--- config.mk ---
export PLATFORM = sky130hd
export DESIGN_NAME = conv_encoder_framer_flat
export DESIGN_NICKNAME = d
export VERILOG_FILES = /design/src/rtl/conv_encoder_framer_if.sv /design/src/rtl/conv_encoder_framer.sv /design/src/flat_wrapper.sv
export SDC_FILE = /design/constraint.sdc
export NUM_CORES = 1
export LEC_CHECK = 0
export BUFFER_PORTS_ARGS = -buffer_cell sky130_fd_sc_hd__buf_4
export CORE_MARGIN = 1
export CORE_UTILIZATION = 42
export DETAILED_ROUTE_END_ITERATION = 7
export GPL_TIMING_DRIVEN = 0
export PLACE_DENSITY = 0.68
export SLEW_MARGIN = 20
export SYNTH_ARGS = -nofsm -noshare
export SYNTH_HDL_FRONTEND = slang
export SYNTH_SLANG_ARGS = --single-unit
--- constraint.sdc ---
create_clock -name clk -period 4.75 [get_ports clk]
set_input_delay 0.2375 -clock clk [delete_from_list [all_inputs] [get_ports clk]]
set_output_delay 0.2375 -clock clk [all_outputs]
set_load 0.03 [all_outputs]
--- src/rtl/conv_encoder_framer_if.sv ---
// Handshake and status bundle between the bit source and the convolutional encoder framer.
// master drives the information stream and start; slave is the encoder.
interface conv_encoder_framer_if;
    logic       start;
    logic       in_valid;
    logic       in_bit;
    logic       in_ready;
    logic       sym_valid;
    logic [1:0] sym;
    logic       enc_enable;
    logic       busy;
    logic       frame_done;
    logic       underrun;

    modport master (
        output start, in_valid, in_bit,
        input  in_ready, sym_valid, sym, enc_enable, busy, frame_done, underrun
    );

    modport slave (
        input  start, in_valid, in_bit,
        output in_ready, sym_valid, sym, enc_enable, busy, frame_done, underrun
    );
endinterface

--- src/rtl/conv_encoder_framer.sv ---
// Rate-1/2, K=4 convolutional encoder with frame control and zero-tail termination.
// Emits one 2-bit symbol per accepted bit plus 3 tail symbols, and the decoder enable window.
module conv_encoder_framer #(
    parameter int unsigned FRAME_LEN = 1024,
    parameter logic [3:0]  G0        = 4'b1101,
    parameter logic [3:0]  G1        = 4'b1111
) (
    input  logic                 clk,
    input  logic                 rst,
    conv_encoder_framer_if.slave bus
);

    localparam int unsigned CNT_W = $clog2(FRAME_LEN + 1);
    localparam logic [CNT_W-1:0] LAST_CNT = CNT_W'(FRAME_LEN - 1);

    typedef enum logic [1:0] {
        IDLE = 2'd0,
        DATA = 2'd1,
        TAIL = 2'd2
    } state_t;

    state_t           state;
    logic [2:0]       s;
    logic [CNT_W-1:0] bit_cnt;
    logic [1:0]       tail_cnt;
    logic [1:0]       sym_q;
    logic             sym_valid_q;
    logic             enc_enable_q;
    logic             busy_q;
    logic             frame_done_q;
    logic             underrun_q;

    // Encoder input is the data bit in DATA and a forced zero during the tail.
    logic       enc_bit_c;
    logic [3:0] u_c;
    logic [1:0] sym_c;

    assign enc_bit_c = (state == DATA) ? bus.in_bit : 1'b0;
    assign u_c       = {enc_bit_c, s};
    assign sym_c     = {^(u_c & G0), ^(u_c & G1)};

    always_ff @(posedge clk or negedge rst) begin
        if (!rst) begin
            state        <= IDLE;
            s            <= 3'b000;
            bit_cnt      <= '0;
            tail_cnt     <= 2'd0;
            sym_q        <= 2'b00;
            sym_valid_q  <= 1'b0;
            enc_enable_q <= 1'b0;
            busy_q       <= 1'b0;
            frame_done_q <= 1'b0;
            underrun_q   <= 1'b0;
        end else begin
            sym_valid_q  <= 1'b0;
            frame_done_q <= 1'b0;
            case (state)
                IDLE: begin
                    if (bus.start) begin
                        state      <= DATA;
                        busy_q     <= 1'b1;
                        s          <= 3'b000;
                        bit_cnt    <= '0;
                        underrun_q <= 1'b0;
                    end
                end
                DATA: begin
                    if (bus.in_valid) begin
                        sym_q        <= sym_c;
                        sym_valid_q  <= 1'b1;
                        enc_enable_q <= 1'b1;
                        s            <= {enc_bit_c, s[2:1]};
                        bit_cnt      <= bit_cnt + CNT_W'(1);
                        if (bit_cnt == LAST_CNT) begin
                            state    <= TAIL;
                            tail_cnt <= 2'd0;
                        end
                    end else begin
                        underrun_q <= 1'b1;
                    end
                end
                TAIL: begin
                    // Three tail symbols, then one closing cycle that lands in IDLE with frame_done.
                    if (tail_cnt == 2'd3) begin
                        state        <= IDLE;
                        busy_q       <= 1'b0;
                        enc_enable_q <= 1'b0;
                        frame_done_q <= 1'b1;
                    end else begin
                        sym_q       <= sym_c;
                        sym_valid_q <= 1'b1;
                        s           <= {enc_bit_c, s[2:1]};
                        tail_cnt    <= tail_cnt + 2'd1;
                    end
                end
                default: state <= IDLE;
            endcase
        end
    end

    assign bus.in_ready   = (state == DATA);
    assign bus.sym_valid  = sym_valid_q;
    assign bus.sym        = sym_q;
    assign bus.enc_enable = enc_enable_q;
    assign bus.busy       = busy_q;
    assign bus.frame_done = frame_done_q;
    assign bus.underrun   = underrun_q;

endmodule

--- src/flat_wrapper.sv ---
// flat-port wrapper written by rule: the top's interface ports become plain ports
module conv_encoder_framer_flat 
#(
    parameter int unsigned FRAME_LEN = 1024,
    parameter logic [3:0]  G0        = 4'b1101,
    parameter logic [3:0]  G1        = 4'b1111
)
  (clk, rst, bus_start, bus_in_valid, bus_in_bit, bus_in_ready, bus_sym_valid, bus_sym, bus_enc_enable, bus_busy, bus_frame_done, bus_underrun);
  conv_encoder_framer_if bus_i ();
  input  logic clk;
  input  logic rst;
  input wire logic [$bits(bus_i.start)-1:0] bus_start;
  input wire logic [$bits(bus_i.in_valid)-1:0] bus_in_valid;
  input wire logic [$bits(bus_i.in_bit)-1:0] bus_in_bit;
  output wire logic [$bits(bus_i.in_ready)-1:0] bus_in_ready;
  output wire logic [$bits(bus_i.sym_valid)-1:0] bus_sym_valid;
  output wire logic [$bits(bus_i.sym)-1:0] bus_sym;
  output wire logic [$bits(bus_i.enc_enable)-1:0] bus_enc_enable;
  output wire logic [$bits(bus_i.busy)-1:0] bus_busy;
  output wire logic [$bits(bus_i.frame_done)-1:0] bus_frame_done;
  output wire logic [$bits(bus_i.underrun)-1:0] bus_underrun;
  assign bus_i.start = bus_start;
  assign bus_i.in_valid = bus_in_valid;
  assign bus_i.in_bit = bus_in_bit;
  assign bus_in_ready = bus_i.in_ready;
  assign bus_sym_valid = bus_i.sym_valid;
  assign bus_sym = bus_i.sym;
  assign bus_enc_enable = bus_i.enc_enable;
  assign bus_busy = bus_i.busy;
  assign bus_frame_done = bus_i.frame_done;
  assign bus_underrun = bus_i.underrun;
  conv_encoder_framer #(.FRAME_LEN(FRAME_LEN), .G0(G0), .G1(G1)) u_core (.clk(clk), .rst(rst), .bus(bus_i));
endmodule
Word level (Yosys, flattened, before mapping)
Cells that the tools add are included.
- memories kept: 0
- output and inout port bits: 8
- register bits: 25
- logic and storage cells: 70
- memory bits (read-only): 0
- bits in latches: 0
- memory bits (writable): 0
- reduce and logical (&&, ||, !) cells: 15
- shift operators: 0
- magnitude comparators: 0
- divide/modulo/power cells: 0
- mux-type cells: 33
- multipliers: 0
- add/subtract/negate cells: 2
- bitwise gates (word level): 0
- eq/ne operators: 10
- operators with widths (cell ; number):
    $mux 11 ; 2
    $pmux 11 s2 ; 1
    $mux 2 ; 9
    $reduce_and 3->1 ; 5
    $reduce_and 4->1 ; 3
    $add 11x1->11 const B ; 1
    $eq 11x10->1 const B ; 1
    $mux 1 ; 10
    $mux 3 ; 3
    $pmux 3 s3 ; 1
    $ne 2x2->1 const B ; 4
    $pmux 1 s2 ; 4
    $pmux 2 s2 ; 2
    $reduce_xor 4->1 ; 2
    $pmux 2 s3 ; 1
    $reduce_bool 2->1 ; 3
    $eq 2x2->1 const B ; 2
    $ne 2x1->1 const B ; 2
    $reduce_bool 3->1 ; 1
    $add 2x1->2 const B ; 1
    $eq 2x1->1 const B ; 1
    $logic_not 2->1 ; 1

Longest topological paths before layout
Gate-level depths: netlist (run 1).
- depth in word-level cells: 5
- depth in mapped cells: 7
- mapped depth without buffers: 6

Worst setup path after synthesis (run 1)
No wires, ideal clock.
- kind: register to register
- from: register u_core.state[0]
- to: register u_core.tail_cnt[0]
- setup slack: 2.918 ns
- stages on the path, launching flop included: 7
- setup time: 0.125 ns
- required time: 4.625 ns
- data arrival time: 1.706 ns
- path through: dfrtp_1 > ha_1 > nand2b_1 > buf_4 > nand3_1 > a211o_1 > mux2_4
- cells in the longest elaborated chain, start to end: 3
- elaborated cells between the ends (all ways): 8
- classes of those cells: 5 x eq/ne; 1 x mux; 2 x reduce/logical
- ends and longest elaborated chain (item ; line ; RTL):
    from (decl) ; conv_encoder_framer.sv:22 ; state_t state;
    from (signal assigned) ; conv_encoder_framer.sv:44 ; state <= IDLE;
    from (signal assigned) ; conv_encoder_framer.sv:60 ; state <= DATA;
    from (signal assigned) ; conv_encoder_framer.sv:75 ; state <= TAIL;
    $eq 2x1->1 * ; -- ;
    named net bus_in_ready ; flat_wrapper.sv:15 ; output wire logic [$bits(bus_i.in_ready)-1:0] bus_in_ready;
    $ne 2x1->1 (no line), or another cell as far along ; -- ;
    $reduce_and 4->1 (no line) ; -- ;
    to (signal assigned) ; conv_encoder_framer.sv:93 ; tail_cnt <= tail_cnt + 2'd1;
    to (decl) ; conv_encoder_framer.sv:25 ; logic [1:0] tail_cnt;
Mark *: on every way through the listed nets, which the timed path passes. The rest lies on a longest branch.
A chain may end at the register's enable or synchronous reset.

Final worst setup path (run 1)
- from: register u_core.state[1]
- to: register u_core.bit_cnt[7]
- cells in the longest elaborated chain, start to end: 3
- elaborated cells between the ends (all ways): 7
- classes of those cells: 3 x eq/ne; 1 x mux; 3 x reduce/logical
- ends and longest elaborated chain (item ; line ; RTL):
    $eq 2x1->1 / $logic_not 2->1 (equally long branches) ; conv_encoder_framer.sv:57 ; case (state)
    $ne 2x2->1 (no line) / $reduce_bool 2->1 (equally long branches) ; -- ;
    $reduce_and 3->1 (no line) ; -- ;
    to (signal assigned) ; conv_encoder_framer.sv:73 ; bit_cnt <= bit_cnt + CNT_W'(1);
    to (decl) ; conv_encoder_framer.sv:24 ; logic [CNT_W-1:0] bit_cnt;
Parallel ways exist; a longest one is shown, timed or not.

==> results.tsv, run 1 <==
stage	metric	value	unit
placement	DP HPWL	1914	microns
yosys	Avg Cell Area, Syn	9.486	sq um
global_routing	met2 Use GR	29.72	%
global_routing	vias in the first global route	1067	
yosys	mapped cell area	1338	sq um
global_routing	busiest grt layer	met2	
placement	# port buffers	12	
timing	min cycle time layout	1.853	ns
worst_setup_path	crit path buf inv count	2	
yosys	Post-synth EDFFs	0	
flow_run	Max Cap Violations	0	
yosys	most common cell in the netlist	dfrtp_1	
worst_setup_path	Worst path max stage delay	0.51	ns
worst_setup_path	Max FO, Critical Path	10	
power	Lkg Pwr	0.7091	nW
finish	Area Overhead vs Synth	13.84	%
global_routing	GR Overflow Total	0	
finish	final antenna diode count	0	
timing	Peak Freq	0.5398	GHz
floorplan	die height	58.43	microns
timing	Max Slew Vio Count	0	
placement	Placed Cells incl. Taps	197	
cts	Clock Path Buffers	2	
power	total chip power	0.6919	mW
yosys	Main synth FF type	dfrtp_1	
global_routing	antenna violations before repair	0	
floorplan	initial core utilization	44.17	%
yosys	area share of the largest cell type after synthesis	46.77	%
finish	share of post-route cells with drive strength above 1	15.82	%
finish	Post-layout nets	170	
yosys	Post-Syn Instances	141	
worst_setup_path	Critical Path AT	2.07	ns
worst_setup_path	CP Launch Type	flop	
worst_setup_path	stages on the worst setup path	6	
worst_setup_path	cell mode on critical path	nor2_1	
yosys	Synthesized Nets	152	
yosys	Yosys warning total	0	
run_status	status	complete, no violations	
cts	Clk pin slew, worst setup/hold paths	0.15	ns
timing	Fin Hold WS	0.1903	ns
worst_setup_path	CP max stage cell	nor2_1	
detailed_routing	Routed Antenna Nets	0	
global_routing	first-pass GRT wire length	4588	microns
detailed_routing	First DRT Iteration DRCs	55	
yosys	Seq cells post-synth	25	
detailed_routing	DR vias/cell	5.139	
worst_setup_path	R2R depth	6	
floorplan	I/O Pins	13	
hold_path	Hold WC Path Type	in -> reg	
timing	Rel. slew slack	58.69	%
timing	post-route setup TNS	0	ns
timing	period utilization	39.00	%
worst_setup_path	CP cell instances	inv_1 > ha_1 > buf_2 > nor2_1 > nor2_1 > a31o_1	
yosys	async set-reset flop share out of synthesis	100.0	%
worst_setup_path	kind of critical path	reg -> reg	
detailed_routing	total number of vias	1038	
yosys	list of most frequent post-synthesis cells	25 x dfrtp_1, 21 x nand2_1, 13 x o21ai_0	
cts	TritonCTS Buffers	3	
finish	register area	625.6	sq um
hold_path	worst hold stages	3	
cts	clk root buf	clkbuf_4	
timing	Final Hold Viols	0	
worst_setup_path	reg2reg setup slack	2.90	ns
worst_setup_path	Crit. Startpoint	u_core.state[1]$_DFFE_PN0P_	
floorplan	Core Area	3028	sq um
floorplan	die area	3414	sq um
floorplan	Die Wd	58.43	microns
worst_setup_path	worst reg2reg startpoint	u_core.state[1]$_DFFE_PN0P_	
cts	# clock sinks	25	
finish	Fillers	294	
cts	CTS tree	built	
timing	clock skew	0.01416	ns
cts	worst-skew pair later-pin latency	0.32	ns
power	peak supply drop	0.0002161	V
global_routing	met1 GRT Util	22.72	%
worst_setup_path	CP Data Required Time	4.97	ns
detailed_routing	final wirelength	2529	microns
cts	Setup Buffers After CTS	0	
global_routing	met3 global-route usage	1.978	%
yosys	area leader, netlist	dfrtp_1	
detailed_routing	per-cell routed wire length	12.52	microns
finish	Final Core Density	50.29	%
floorplan	Rows	20	
timing	Slew @ Worst Pin	0.6173	ns
yosys	Yosys cell types	34	
worst_setup_path	Worst R2R End	u_core.bit_cnt[7]$_DFFE_PN0P_	
cts	CTS H-tree lvls	1	
global_routing	GRT Total Usage	17.43	%
timing	RSZ-0062 raised after global routing	no	
finish	area of the multi-input gates	664.4	sq um
worst_setup_path	delay-heaviest family, CP	simple AND/OR/NAND/NOR gates	
timing	final-report setup violation count	0	
yosys	sequential share of the synthesized area	46.77	%
yosys	synth top area cells	dfrtp_1 47%, nand2_1 5.9%, ha_1 5.6%, o21ai_0 4.9%, a21oi_1 3.7%	
detailed_routing	Post-route DRC	0	
worst_setup_path	Critical Path End Type	flop	
placement	gpl congestion	0.8352	
worst_setup_path	worst setup path endpoint	u_core.bit_cnt[7]$_DFFE_PN0P_	
detailed_routing	DR pass1 iterations	4	
global_routing	largest net degree at the start of global routing	26	
power	PD cells	454.4	nW/um^2
finish	Layout Cells excl Fill	202	
==> power by group <==
part           leakage, nW  total, mW  switching, mW  internal, mW
combinational        0.367      0.303          0.178         0.125
sequential           0.328      0.290         0.0350         0.256
clock               0.0139     0.0984         0.0663        0.0322
total                0.709      0.692          0.280         0.412
==> state kept, by name, summed over array words and instances, names as in the netlist, 2 cells and up <==
name             flops
u_core.bit_cnt      11
u_core.s             3
u_core.bus.sym       2
u_core.state         2
u_core.tail_cnt      2
==> timing repair <==
action                                 in CTS  in global routing
endpoints found under the hold margin      25                  0
resized for setup                           0                  0
hold buffers                                1                  0
==> tightest hold or removal path: cells and delay by family <==
kind	cells	cell delay, ns
AO/OA/AOI/OAI	1	0.07
buffers and inverters	1	0.11
AND/OR/NAND/NOR	1	0.07
==> layout by cell type, fill, tap and decap left out <==
cell           count
or3_1              6
mux2_1             1
nand3_1            7
a211o_1            1
buf_2              2
mux2_2             2
buf_4             14
nand2_1           21
a22o_1             2
inv_1              6
ha_1               6
nand3b_1           1
a21boi_0           1
nor2_1             8
clkinvlp_4         1
a21oi_1           10
o21ai_1            1
or2_1              1
xnor2_1            3
and4_1             2
nor2b_1            2
nand2_2            1
dlygate4sd3_1      1
mux2_4             1
mux2i_1            1
nand4_1            2
and3_1             2
and4b_1            1
nand4b_2           1
nand4b_1           1
o21ai_0           13
xor2_1             2
a31o_1             1
nand2b_1           3
o21a_1             2
dfrtp_1           25
clkbuf_4           3
==> routing by layer <==
metal	up-vias	wire length, microns
met1	502	1193
met5	-	0
met4	0	19
met3	2	50
met2	11	1265
li1	523	-
==> worst min-delay path by stage <==
stage	from	end	slack [ns]
final	bus_in_bit	u_core.s[2]$_DFFE_PN0P_	0.19
after floorplan	rst	u_core.bit_cnt[0]$_DFFE_PN0P_	-0.06
after CTS	bus_in_bit	u_core.s[2]$_DFFE_PN0P_	0.19
after global routing	bus_in_bit	u_core.s[2]$_DFFE_PN0P_	0.22
after detailed placement	rst	u_core.bit_cnt[8]$_DFFE_PN0P_	0.16
after global placement	rst	u_core.bit_cnt[1]$_DFFE_PN0P_	0.16
==> cell type report <==
class	instances	area share, %
Tap cell	44	3.615
Multi-Input combinational cell	106	43.63
Clock inverter	1	0.4930
Clock buffer	3	1.479
Sequential cell	25	41.08
Inverter	6	1.479
Buffer	4	1.643
Timing Repair Buffer	13	6.574
==> cells by family (layout without fill, tap and decap cells) <==
| group | Yosys count | count (layout) | synth area share [%] |
|---|---|---|---|
| compound gates | 31 | 31 | 13.28 |
| xor+xnor | 5 | 5 | 3.275 |
| fa+ha+maj | 6 | 6 | 5.613 |
| buf+inv | 10 | 27 | 3.554 |
| flops | 25 | 25 | 46.77 |
| mux | 5 | 5 | 4.396 |
| simple gates | 59 | 59 | 23.11 |
==> through the flow <==
stage,area (sq um),worst slack (ns)
2_1_floorplan,1338,2.918
3_3_place_gp,1483,2.943
3_5_place_dp,1483,2.888
4_1_cts,1523,2.863
5_1_grt,1523,2.719
6_report,1523,2.897
Power figures use the tool's default switching activity.
==> run 2, diff against run 1 <==
Settings changed: ABC_AREA set to 1, PLACE_DENSITY 0.68 to 0.7.
Clock period 4.75 ns to 1.59 ns, I/O delays scaled along.
==> results.tsv, run 2 <==
stage	metric	value	unit	change
yosys	sequential share of the synthesized area	43.10	%	-3.7 points
detailed_routing	DR vias/cell	5.000		-2.7%
timing	final-report setup violation count	0		unchanged
finish	final antenna diode count	0		unchanged
detailed_routing	Post-route DRC	0		unchanged
global_routing	vias in the first global route	1149		+7.7%
yosys	Yosys cell types	30		-12%
yosys	area leader, netlist	dfrtp_1		
worst_setup_path	Crit. Startpoint	u_core.state[0]$_DFFE_PN0P_		
floorplan	I/O Pins	13		unchanged
global_routing	met3 global-route usage	3.838	%	+1.9 points
global_routing	largest net degree at the start of global routing	26		unchanged
yosys	synth top area cells	dfrtp_1 43%, nand2_1 12%, nand3_1 6.2%, ha_1 5.2%, inv_1 4.7%		
detailed_routing	First DRT Iteration DRCs	96		+75%
finish	share of post-route cells with drive strength above 1	25.26	%	+9.4 points
global_routing	busiest grt layer	met2		
finish	most frequent cells in the layout	46 x nand2_1, 25 x dfrtp_1, 18 x nand3_1, 17 x inv_1, 16 x buf_4		
worst_setup_path	CP max stage cell	dfrtp_1		
finish	Layout Cells excl Fill	238		+18%
yosys	list of most frequent post-synthesis cells	47 x nand2_1, 25 x dfrtp_1, 18 x inv_1, 18 x nand3_1		
floorplan	die area	3695	sq um	+8.2%
timing	min cycle time layout	1.498	ns	-0.3544 ns
cts	CTS tree	built		
finish	max reg flops	11		unchanged
worst_setup_path	R2R depth	9		+3
detailed_routing	per-cell routed wire length	12.02	microns	-4.0%
yosys	Post-Syn Instances	173		+23%
timing	Slew @ Worst Pin	0.3251	ns	-0.2922 ns
global_routing	met2 Use GR	31.71	%	+2.0 points
detailed_routing	Routed Antenna Nets	0		unchanged
floorplan	Rows	20		unchanged
placement	Placed Cells incl. Taps	229		+16%
hold_path	worst hold start	bus_start		
yosys	async set-reset flop share out of synthesis	100.0	%	unchanged
yosys	Seq cells post-synth	25		unchanged
finish	Area Overhead vs Synth	16.12	%	
worst_setup_path	CP cell instances	inv_1 > ha_2 > inv_1 > or2_2 > nand2_1 > nor2_2 > nand2_1 > nand2_1 > nand2_1		
worst_setup_path	worst reg2reg startpoint	u_core.state[0]$_DFFE_PN0P_		
detailed_routing	final wirelength	2861	microns	+13%
timing	Max Slew Vio Count	0		unchanged
global_routing	GR Overflow Total	0		unchanged
cts	worst-skew pair later-pin latency	0.32	ns	about the same
finish	biggest regs	u_core.bit_cnt: 11 flops, u_core.s: 3 flops		
yosys	Avg Cell Area, Syn	8.390	sq um	-12%
detailed_routing	total number of vias	1190		+15%
timing	Final Hold Viols	0		unchanged
global_routing	first-pass GRT wire length	4954	microns	+8.0%
cts	clk root buf	clkbuf_4		
finish	Final Core Density	53.45	%	+3.2 points
timing	clock skew	0.002289	ns	-0.01187 ns
yosys	area share of the largest cell type after synthesis	43.10	%	-3.7 points
worst_setup_path	CP Launch Type	flop		
cts	CTS H-tree lvls	1		unchanged
worst_setup_path	Worst path max stage delay	0.44	ns	-0.07 ns
worst_setup_path	kind of critical path	reg -> reg		
timing	setup slack after layout	0.09171	ns	-2.806 ns
timing	Peak Freq	0.6674	GHz	+24%
timing	period utilization	94.23	%	+55 points
floorplan	Die Wd	60.79	microns	+4.0%
yosys	Synthesized Nets	184		+21%
floorplan	die height	60.79	microns	+4.0%
yosys	most common cell in the netlist	nand2_1		
worst_setup_path	Max FO, Critical Path	4		-6
timing	RSZ-0062 raised after global routing	yes		
placement	# port buffers	12		unchanged
worst_setup_path	CP Data Required Time	1.86	ns	-3.11 ns
timing	post-route setup TNS	0	ns	unchanged
yosys	Main synth FF type	dfrtp_1		
cts	Clk pin slew, worst setup/hold paths	0.13	ns	-0.02 ns
finish	largest register by flop count	u_core.bit_cnt		
hold_path	Hold WC Path Type	in -> reg		
placement	DP HPWL	2082	microns	+8.8%
yosys	Post-synth EDFFs	0		unchanged
worst_setup_path	Critical Path End Type	flop		
yosys	mapped cell area	1451	sq um	+8.5%
yosys	Yosys warning total	0		unchanged
timing	Rel. slew slack	78.33	%	+20 points
floorplan	Core Area	3153	sq um	+4.1%
power	Lkg Pwr	0.8640	nW	+22%
finish	Post-layout nets	206		+21%
worst_setup_path	cell mode on critical path	nand2_1		
flow_run	Max Cap Violations	0		unchanged
detailed_routing	DR pass1 iterations	4		unchanged
power	total chip power	2.645	mW	+280%
finish	most common cell after layout, fill and taps aside	nand2_1		
floorplan	initial core utilization	46.03	%	+1.9 points
worst_setup_path	Critical Path AT	1.77	ns	-0.30 ns
cts	# clock sinks	25		unchanged
hold_path	worst hold stages	3		unchanged
power	PD cells	1569	nW/um^2	+250%
global_routing	GRT Total Usage	18.32	%	+0.89 points
cts	Clock Path Buffers	2		unchanged
global_routing	met1 GRT Util	21.94	%	-0.78 points
power	peak supply drop	0.001236	V	+470%
placement	pre-CTS setup slack	-0.03173	ns	-2.919 ns
run_status	status	complete, no violations		
global_routing	antenna violations before repair	0		unchanged
placement	gpl congestion	0.8121		-2.8%
cts	TritonCTS Buffers	3		unchanged
[run 2: what timing repair did]
| item | in CTS | in global routing |
|---|---|---|
| resized for setup | 1 | 7 |
| buffers inserted | 0 | 4 |
| hold buffers | 1 | 0 |
| cloned | 0 | 0 |
| endpoints found under the setup margin | 8 | 19 |
| pin swaps | 0 | 2 |
| hold endpoints to repair | 25 | 0 |
[run 2: metrics by stage]
step                      hold slack (ns)  area [sq um]
after global placement         -0.0007669          1599
after CTS                         0.01570          1637
after global routing              0.03950          1685
after floorplan                   -0.2161          1454
final                             0.02924          1685
after detailed placement         0.003836          1599
[run 2: kinds of logic after synthesis]
family	count (synthesis)	share of synthesized area (%)
and+or+nand+nor	95	32.42
DFF	25	43.10
buffers and inverters	23	6.724
AOI/OAI and AO/OA	18	8.448
xor gates and xnor gates	6	4.139
adders and majority gates	6	5.172
[run 2: layout make-up]
cell class	instances	area, sq um
fill	309	1468
multi-input combinational	125	745.7
sequential	25	625.6
timing repair buffer	17	130.1
inverter	20	75.07
tap	44	55.05
buffer	3	27.53
clock buffer	4	26.28
[run 2: worst paths after layout]
kind	end	slack, ns
worst max-delay path	u_core.state[0]$_DFFE_PN0P_	0.09
worst min-delay path	u_core.bus.busy$_DFFE_PN0P_	0.03
worst max register to register	u_core.state[0]$_DFFE_PN0P_	0.09
worst min register to register	u_core.tail_cnt[1]$_DFFE_PN0P_	0.50
max in group asynchronous	u_core.s[1]$_DFFE_PN0P_	1.17
min in group asynchronous	u_core.bit_cnt[2]$_DFFE_PN0P_	0.18
[run 2: layer usage]
layer | vias up | wire length (microns)
met5 | - | 0
met1 | 571 | 1325
met3 | 4 | 74
met4 | 0 | 35
li1 | 597 | -
met2 | 18 | 1425
[run 2: worst max-delay path, delay by kind of cell (launching register included)]
family | cells | cell delay [ns]
and+or+nand+nor | 6 | 0.64
DFF | 1 | 0.44
adders and majority gates | 1 | 0.21
buffers and inverters | 2 | 0.17
[run 2: power by group]
| part | internal (mW) | leakage (nW) | switching (mW) |
|---|---|---|---|
| clock network | 0.0982 | 0.0150 | 0.191 |
| registers | 0.768 | 0.334 | 0.107 |
| logic | 0.556 | 0.515 | 0.924 |
| total | 1.42 | 0.864 | 1.22 |
==> run 3, diff against run 2 <==
Settings changed: SETUP_SLACK_MARGIN set to 0.5.
==> results.tsv, run 3 (synthesis results as in run 2) <==
stage	metric	value	unit	change
detailed_routing	First DRT Iteration DRCs	47		-51%
global_routing	met2 Use GR	37.99	%	+6.3 points
finish	most common cell after layout, fill and taps aside	nand2_1		
global_routing	GRT Total Usage	20.57	%	+2.3 points
timing	RSZ-0062 raised after global routing	yes		
floorplan	Rows	20		unchanged
finish	max reg flops	11		unchanged
global_routing	vias in the first global route	1307		+14%
worst_setup_path	CP max stage cell	dfrtp_1		
finish	largest register by flop count	u_core.bit_cnt		
detailed_routing	per-cell routed wire length	13.66	microns	+14%
cts	Clock Path Buffers	2		unchanged
finish	Post-layout nets	226		+9.7%
cts	worst-skew pair later-pin latency	0.34	ns	+0.02 ns
floorplan	die area	3695	sq um	unchanged
cts	# clock sinks	25		unchanged
placement	DP HPWL	2186	microns	+5.0%
timing	Rel. slew slack	77.99	%	-0.34 points
hold_path	Hold WC Path Type	in -> reg		
cts	CTS H-tree lvls	1		unchanged
power	peak supply drop	0.001347	V	+9.0%
detailed_routing	DR vias/cell	5.089		+1.8%
timing	min cycle time layout	1.419	ns	-0.07928 ns
timing	period utilization	89.25	%	-5.0 points
worst_setup_path	kind of critical path	reg -> reg		
cts	clk root buf	clkbuf_4		
timing	Max Slew Vio Count	0		unchanged
cts	TritonCTS Buffers	3		unchanged
timing	Fin Hold WS	0.02727	ns	-0.001971 ns
placement	gpl congestion	0.8547		+5.2%
worst_setup_path	Critical Path End Type	flop		
finish	biggest regs	u_core.bit_cnt: 11 flops, u_core.s: 3 flops		
worst_setup_path	Critical Path AT	1.67	ns	-0.10 ns
worst_setup_path	worst reg2reg startpoint	u_core.state[0]$_DFFE_PN0P_		
flow_run	Max Cap Violations	0		unchanged
placement	pre-CTS setup slack	0.08717	ns	+0.1189 ns
floorplan	die height	60.79	microns	unchanged
hold_path	worst hold start	bus_in_valid		
worst_setup_path	R2R depth	7		-2
detailed_routing	final wirelength	3524	microns	+23%
timing	Slew @ Worst Pin	0.3301	ns	+0.005069 ns
timing	clock skew	0.02425	ns	+0.02196 ns
hold_path	Worst Hold End	u_core.bus.sym_valid$_DFF_PN0_		
global_routing	met3 global-route usage	5.117	%	+1.3 points
timing	Final Hold Viols	0		unchanged
finish	most frequent cells in the layout	33 x nand2_1, 31 x buf_4, 25 x dfrtp_1, 16 x nand2_2, 16 x nand3_1		
floorplan	Die Wd	60.79	microns	unchanged
worst_setup_path	crit path buf inv count	2		unchanged
hold_path	worst hold stages	3		unchanged
worst_setup_path	delay-heaviest family, CP	simple AND/OR/NAND/NOR gates		
finish	share of post-route cells with drive strength above 1	43.46	%	+18 points
worst_setup_path	CP Launch Type	flop		
worst_setup_path	reg2reg setup slack	0.17	ns	+0.08 ns
worst_setup_path	Worst R2R End	u_core.s[2]$_DFFE_PN0P_		
cts	Clk pin slew, worst setup/hold paths	0.13	ns	about the same
finish	final antenna diode count	0		unchanged
timing	final-report setup violation count	0		unchanged
timing	Peak Freq	0.7047	GHz	+5.6%
finish	Area Overhead vs Synth	40.69	%	
worst_setup_path	Max FO, Critical Path	6		+2
worst_setup_path	CP cell instances	inv_2 > ha_4 > nand2_8 > inv_4 > nor3_4 > nand4_1 > o21ai_1		
timing	setup slack after layout	0.1710	ns	+0.07928 ns
floorplan	Core Area	3153	sq um	unchanged
global_routing	GR Overflow Total	0		unchanged
finish	Layout Cells excl Fill	258		+8.4%
floorplan	initial core utilization	46.03	%	unchanged
detailed_routing	DR pass1 iterations	4		unchanged
power	Lkg Pwr	0.9780	nW	+13%
worst_setup_path	CP Data Required Time	1.85	ns	about the same
worst_setup_path	Worst path max stage delay	0.44	ns	about the same
global_routing	antenna violations before repair	0		unchanged
detailed_routing	Post-route DRC	0		unchanged
cts	CTS tree	built		
run_status	status	complete, no violations		
global_routing	first-pass GRT wire length	5602	microns	+13%
power	PD cells	1690	nW/um^2	+7.7%
placement	Placed Cells incl. Taps	229		unchanged
global_routing	largest net degree at the start of global routing	26		unchanged
detailed_routing	total number of vias	1313		+10%
global_routing	busiest grt layer	met2		
global_routing	met1 GRT Util	23.29	%	+1.4 points
detailed_routing	Routed Antenna Nets	0		unchanged
timing	post-route setup TNS	0	ns	unchanged
placement	# port buffers	12		unchanged
floorplan	I/O Pins	13		unchanged
## run 3: cell count changes in the layout (fill, tap and decap cells not counted), sizes merged
cell	delta
clkinvlp	+1
dlygate4sd3	+1
buf	+19
clkbuf	-1
## run 3: area by class of cell
class | count | area [sq um]
Inverter | 20 | 80.08
Multi-Input combinational cell | 125 | 917.1
Tap cell | 44 | 55.05
Clock buffer | 3 | 22.52
Fill cell | 269 | 1111
Timing Repair Buffer | 37 | 297.8
Clock inverter | 1 | 7.507
Sequential cell | 25 | 625.6
Buffer | 3 | 36.28
## run 3: per-stage QoR
step | util (%) | cell area, sq um | power, mW
2_1_floorplan | - | 1498 | 1.998
3_3_place_gp | 52.10 | 1643 | 2.304
3_5_place_dp | 52.10 | 1643 | 2.363
4_1_cts | 60.16 | 1897 | 3.138
5_1_grt | 64.76 | 2042 | 3.654
6_report | 64.76 | 2042 | 3.451
## run 3: per-layer routing
layer / wire length [microns] / vias up
met4: 46 / 0
met1: 1461 / 636
met5: 0 / -
met3: 125 / 6
li1: - / 644
met2: 1891 / 27
## run 3: worst max path at each step
stage | start | endpoint | slack, ns | cells past startpoint
floorplan | u_core.state[0]$_DFFE_PN0P_ | u_core.state[0]$_DFFE_PN0P_ | 0.22 | 8
global placement | u_core.state[0]$_DFFE_PN0P_ | u_core.state[1]$_DFFE_PN0P_ | 0.11 | 8
detailed placement | u_core.state[0]$_DFFE_PN0P_ | u_core.state[0]$_DFFE_PN0P_ | 0.09 | 8
CTS | u_core.state[0]$_DFFE_PN0P_ | u_core.s[2]$_DFFE_PN0P_ | 0.15 | 7
global route | u_core.state[0]$_DFFE_PN0P_ | u_core.s[2]$_DFFE_PN0P_ | 0.08 | 7
finish | u_core.state[0]$_DFFE_PN0P_ | u_core.s[2]$_DFFE_PN0P_ | 0.17 | 7
## run 3: where the power goes
part	switching, mW	leakage [nW]	internal (mW)
logic	1.25	0.630	1.02
registers	0.108	0.334	0.768
clock network	0.212	0.0139	0.0965
total	1.57	0.978	1.88
## run 3: timing repair
action,CTS,global route
resized for setup,25,19
cloned,1,0
setup buffers,14,8
pin swaps,12,17
endpoints found under the hold margin,26,0
hold buffers,2,0
setup endpoints to repair,25,25
## run 3: worst min-delay path, delay by kind of cell
| family | cells | cell delay [ns] |
|---|---|---|
| AND/OR/NAND/NOR | 1 | 0.07 |
| AO/OA/AOI/OAI | 1 | 0.06 |
| buffers and inverters | 1 | 0.12 |
